File: src/rtl/uart_arb_pkg.sv
// Shared types and limits for the UART transmitter arbiter.
package uart_arb_pkg;

  typedef enum logic [0:0] {
    ARB_IDLE = 1'b0,
    ARB_LOCK = 1'b1
  } arb_state_e;

  localparam int ARB_W_DEF = 8;
  localparam int ARB_N_MIN = 2;
  localparam int ARB_N_MAX = 8;

endpackage

File: src/rtl/rr_pick.sv
// Combinational round-robin pick: first set request at or above ptr, wrapping at N.
module rr_pick #(
  parameter int N  = 4,
  parameter int IW = $clog2(N)
) (
  input  logic [N-1:0]  req,
  input  logic [IW-1:0] ptr,
  output logic [N-1:0]  gnt,
  output logic [IW-1:0] idx,
  output logic          any
);

  logic [IW:0] kk;

  always_comb begin
    gnt = '0;
    idx = '0;
    any = 1'b0;
    kk  = '0;
    for (int i = 0; i < N; i++) begin
      kk = {1'b0, ptr} + (IW+1)'(i);
      if (kk >= (IW+1)'(N)) kk = kk - (IW+1)'(N);
      if (!any && req[kk[IW-1:0]]) begin
        gnt[kk[IW-1:0]] = 1'b1;
        idx             = kk[IW-1:0];
        any             = 1'b1;
      end
    end
  end

endmodule

File: src/rtl/uart_tx_arbiter.sv
// Round-robin, packet-locked arbiter sharing one UART byte transmitter between P_N sources.
module uart_tx_arbiter
  import uart_arb_pkg::*;
#(
  parameter int P_N       = 4,
  parameter int P_TIMEOUT = 1024,
  parameter int P_W       = ARB_W_DEF
) (
  input  logic               i_clk,
  input  logic               i_rst_n,
  input  logic [P_N-1:0]     i_req_valid,
  input  logic [P_N*P_W-1:0] i_req_data,
  input  logic [P_N-1:0]     i_req_last,
  output logic [P_N-1:0]     o_req_accept,
  output logic               o_tx_valid,
  output logic [P_W-1:0]     o_tx_data,
  input  logic               i_tx_accept,
  output logic [P_N-1:0]     o_grant,
  output logic               o_busy,
  output logic               o_timeout
);

  localparam int IW = $clog2(P_N);
  localparam int CW = $clog2(P_TIMEOUT) + 1;
  localparam logic [0:0] IDLE = ARB_IDLE;
  localparam logic [0:0] LOCK = ARB_LOCK;

  logic [0:0]    state_q;
  logic [P_N-1:0] grant_q;
  logic [IW-1:0] gidx_q;
  logic [IW-1:0] ptr_q;
  logic [CW-1:0] cnt_q;
  logic          timeout_q;

  logic [P_N-1:0] pick_oh;
  logic [IW-1:0]  pick_idx;
  logic           pick_any;
  logic           tx_valid;
  logic [P_W-1:0] tx_data;
  logic           tx_last;
  logic           xfer;
  logic [IW-1:0]  nxt_ptr;

  rr_pick #(.N(P_N), .IW(IW)) u_pick (
    .req (i_req_valid),
    .ptr (ptr_q),
    .gnt (pick_oh),
    .idx (pick_idx),
    .any (pick_any)
  );

  // Grant is one-hot or zero, so an OR of masked lanes is the mux; zero grant gives idle outputs.
  always_comb begin
    tx_valid = 1'b0;
    tx_data  = '0;
    tx_last  = 1'b0;
    for (int k = 0; k < P_N; k++) begin
      if (grant_q[k]) begin
        tx_valid = tx_valid | i_req_valid[k];
        tx_data  = tx_data  | i_req_data[k*P_W +: P_W];
        tx_last  = tx_last  | i_req_last[k];
      end
    end
  end

  assign xfer    = tx_valid & i_tx_accept;
  assign nxt_ptr = (gidx_q == IW'(P_N-1)) ? '0 : gidx_q + 1'b1;

  always_ff @(posedge i_clk or negedge i_rst_n) begin
    if (!i_rst_n) begin
      state_q   <= IDLE;
      grant_q   <= '0;
      gidx_q    <= '0;
      ptr_q     <= '0;
      cnt_q     <= '0;
      timeout_q <= 1'b0;
    end else begin
      timeout_q <= 1'b0;
      case (state_q)
        IDLE: begin
          cnt_q <= '0;
          if (pick_any) begin
            grant_q <= pick_oh;
            gidx_q  <= pick_idx;
            state_q <= LOCK;
          end
        end
        default: begin
          if (xfer && tx_last) begin
            state_q <= IDLE;
            grant_q <= '0;
            ptr_q   <= nxt_ptr;
            cnt_q   <= '0;
          end else if (tx_valid) begin
            // Owner is presenting data; waiting on the transmitter never times out.
            cnt_q <= '0;
          end else if (cnt_q >= CW'(P_TIMEOUT-1)) begin
            timeout_q <= 1'b1;
            state_q   <= IDLE;
            grant_q   <= '0;
            ptr_q     <= nxt_ptr;
            cnt_q     <= '0;
          end else if (cnt_q != '1) begin
            cnt_q <= cnt_q + 1'b1;
          end
        end
      endcase
    end
  end

  assign o_grant      = grant_q;
  assign o_busy       = (state_q == LOCK);
  assign o_timeout    = timeout_q;
  assign o_tx_valid   = tx_valid;
  assign o_tx_data    = tx_data;
  assign o_req_accept = grant_q & {P_N{i_tx_accept}};

endmodule
File: config.mk
export PLATFORM = sky130hd
export DESIGN_NAME = uart_tx_arbiter
export DESIGN_NICKNAME = d
export VERILOG_FILES = /design/src/rtl/uart_arb_pkg.sv /design/src/rtl/rr_pick.sv /design/src/rtl/uart_tx_arbiter.sv
export SDC_FILE = /design/constraint.sdc
export NUM_CORES = 1
export LEC_CHECK = 0
export CAP_MARGIN = 20
export CORE_MARGIN = 2
export CORE_UTILIZATION = 47
export DETAILED_ROUTE_END_ITERATION = 10
export PLACE_DENSITY = 0.93
export SYNTH_ARGS = -nofsm -noshare
export SYNTH_HDL_FRONTEND = slang
export SYNTH_SLANG_ARGS = --single-unit
export TNS_END_PERCENT = 30
File: constraint.sdc
create_clock -name i_clk -period 7.09 [get_ports i_clk]
set_clock_uncertainty 0.1 [all_clocks]
set_input_delay 1.418 -clock i_clk [delete_from_list [all_inputs] [get_ports i_clk]]
set_output_delay 1.418 -clock i_clk [all_outputs]
set_load 0.03 [all_outputs]
==> reports/summary.json <==
{
  "outcome": {
    "outcome": "complete, no violations"
  },
  "timing": {
    "whs_ps": 452,
    "layout_worst_path_cycle_share": 0.703,
    "drv_slew": 0,
    "grt_setup_unrepaired": "no",
    "slew_headroom": 0.401,
    "fmaxAchievable_mhz": 200,
    "final.setup.tns_ps": 0,
    "hold_viol": 0,
    "worst_slew_pin_tran_ps": 895,
    "setup_viol": 0,
    "final.min_clock_period_ps": 4990
  },
  "cts": {
    "worst_setup_hold_path_clk_slew_ps": 130,
    "cts_setup_buffers": 0,
    "postCtsResizedCells": 0,
    "cts_hold_buffers": 0,
    "insertion_delay_ps": 310,
    "cts_buffer_depth": 2,
    "numCtsBuffers": 3,
    "cts_sinks": 21,
    "h-tree-depth": 1,
    "cts-root-buf": "clkbuf_4",
    "tritoncts": "yes"
  },
  "layout": {
    "num-nets-final": 277,
    "area.growth.synth_to_final_pct": 39.9,
    "fillerInstances": 271,
    "multiInputGateArea_um2": 981,
    "drive_gt1_frac": 0.0583,
    "post-route-cell-area_um2": 2220,
    "sequential_cell_area_um2": 526,
    "diodes": 0,
    "fin_util": 0.676
  },
  "power_and_ir_drop": {
    "power.switching_fraction": 0.480,
    "pwr_density_cell_nw_per_um2": 349,
    "switching_power_w": 0.000372,
    "clkPwrFrac": 0.077,
    "sequentialPowerShare": 0.279,
    "power_frac_comb": 0.644,
    "internal_power_w": 0.000402,
    "leakage_power_nw": 0.920,
    "vdd_ir_drop_max_v": 0.000198
  },
  "route": {
    "finalWirelength_um": 4060,
    "drt-vias-per-instance": 5.54,
    "drt_drc_violations_left": 0,
    "routed-via-count": 1491,
    "first_iter_violations": 88,
    "dr.pass1.iters": 4,
    "wl_per_cell_um": 15.1,
    "route.antenna.remaining_nets": 0
  },
  "hold_path": {
    "hold_path_cells": 1,
    "hold_path_startpoint": "cnt_q[0]",
    "hold_class": "flip-flop to flip-flop"
  },
  "worst_setup_path": {
    "worstPathMaxFanout": 7,
    "cp_top_family": "buffers and inverters",
    "worstPathCellList": "clkdlybuf4s50_1 > a22o_1 > a221oi_1 > inv_1 > clkdlybuf4s50_1",
    "critical_path_required_ps": 5570,
    "launch_instance_of_the_worst_register_to_register_path": "ptr_q[0]",
    "critPathKind": "input port to output pin",
    "depth_of_the_most_critical_reg_to_reg_path": 7,
    "start_kind": "input port",
    "path_depth": 5,
    "timing.critical_path.mode_cell": "clkdlybuf4s50_1",
    "crit_path_end_kind": "output pin",
    "cp.buffers_inverters": 3,
    "timing.critical_path.from": "i_req_valid[1]",
    "crit_slowest_cell": "a221oi_1",
    "worst_path_largest_cell_delay_ps": 620,
    "crit_arrival_ps": 3470
  },
  "place": {
    "placement.io_buffers": 61,
    "dpl_cell_area_um2": 2190,
    "gp_routability_congestion": 0.829,
    "place_hpwl_um": 3130
  },
  "logic_synthesis": {
    "synth.net_count": 220,
    "synthesis.instances": 167,
    "synth-seq-cells": 21,
    "synth_largest_type_area_fraction": 0.331,
    "post-synth-top-count-cell": "dfrtp_1",
    "async_flop_share": 1.00,
    "yosysUniqueCellTypes": 39,
    "yosysTopAreaCell": "dfrtp_1",
    "synth_top_cells_by_count": "dfrtp_1 (21), a22oi_1 (20), nand2_1 (18)",
    "synth_enable_flop_cells": 0,
    "synthesis.yosys.warnings": 0,
    "dominantRegCellSynth": "dfrtp_1",
    "synth_top_cells_by_area": "dfrtp_1 (33%), a22oi_1 (9.5%), ha_1 (7.9%)",
    "post_synth_instance_area_um2": 1590,
    "synth.avg_cell_area_um2": 9.50,
    "register_area_share_after_synthesis": 0.331
  },
  "floorplanning": {
    "die-height_um": 62.1,
    "design.die.area_um2": 3860,
    "io-pin-count": 62,
    "core_region_area_um2": 3280,
    "rows": 21,
    "fp.dieW_um": 62.1,
    "initial_core_util": 0.483
  },
  "grt": {
    "global_route_wire_length_before_repair_um": 6960,
    "grt_pass1_vias": 1455,
    "grt_antenna_before_repair": 0,
    "grt_max_degree": 22,
    "grt_usage": 0.223,
    "grt_overflow": 0
  },
  "flow_run": {
    "drv.max_cap_violation_count": 0
  }
}
==> power groups by stage <==
stage               clock network (W)  registers, W  logic (W)
CTS                         0.0000605      0.000215   0.000498
detailed placement                  0      0.000217   0.000498
floorplan                           0      0.000199   0.000365
global placement                    0      0.000217   0.000483
global route                0.0000668      0.000225   0.000542
finish                      0.0000596      0.000216   0.000499
==> worst paths after layout <==
check | to | slack (ps)
max | o_tx_valid | 2100
max reg2reg | o_grant[2] | 4080
min reg2reg | cnt_q[0] | 450
min | cnt_q[0] | 450
max in group asynchronous | o_grant[1] | 4840
min in group asynchronous | cnt_q[6] | 1490
==> registers in the layout, summed over array words and instances, names as in the netlist <==
register   cells
cnt_q         11
gidx_q         2
o_busy         1
o_grant        4
o_timeout      1
ptr_q          2
==> layout by cell type (no fill, tap or decap), drive strengths merged, types with 2 or more instances in the layout <==
master / instances
clkdlybuf4s50: 61
dfrtp: 21
a22oi: 20
nand2: 18
nor2: 15
ha: 10
nand3: 8
and2: 6
o21ai: 6
xor2: 5
a221o: 5
nand2b: 5
inv: 4
o22ai: 4
mux4: 4
a22o: 3
xnor2: 3
mux2: 3
clkbuf: 3
a221oi: 2
a211oi: 2
==> metrics by stage <==
stage / power, W / cells / setup slack [ps]
2_1_floorplan: 0.000563 / 167 / 3300
6_report: 0.000775 / 269 / 2100
4_1_cts: 0.000774 / 269 / 2130
3_3_place_gp: 0.000700 / 265 / 2200
3_5_place_dp: 0.000714 / 265 / 2130
5_1_grt: 0.000834 / 269 / 1920
==> cells by family after synthesis <==
kind of cell	share of synthesized area
simple gates	0.185
compound gates	0.221
flops	0.331
buf+inv	0.0505
fa+ha+maj	0.0789
xor+xnor	0.0442
mux	0.0867
other cells	0.00236
==> layout make-up <==
type | instances | area share
timing repair buffer | 61 | 0.275
inverter | 4 | 0.00676
clock inverter | 1 | 0.00338
sequential | 21 | 0.237
tap | 46 | 0.0259
clock buffer | 3 | 0.0101
multi-input combinational | 133 | 0.442
==> per-layer routing <==
layer | track usage | share of wire | vias to the layer above
met2 | 0.368 | 0.51 | 22
met1 | 0.305 | 0.46 | 721
met5 | 0 | 0 | -
met4 | 0.0889 | 0.020 | 0
met3 | 0.0181 | 0.014 | 8
li1 | - | - | 740
==> worst reg2reg max path: cells and delay by family, from the launching register on <==
family | cells | cell delay (ps)
AO/OA/AOI/OAI | 1 | 140
adder cells (fa/ha/maj) | 1 | 440
buffers and inverters | 1 | 240
flip-flops | 1 | 730
multiplexers | 1 | 470
AND/OR/NAND/NOR | 3 | 820
No activity file was read; power rests on OpenSTA's default activity.
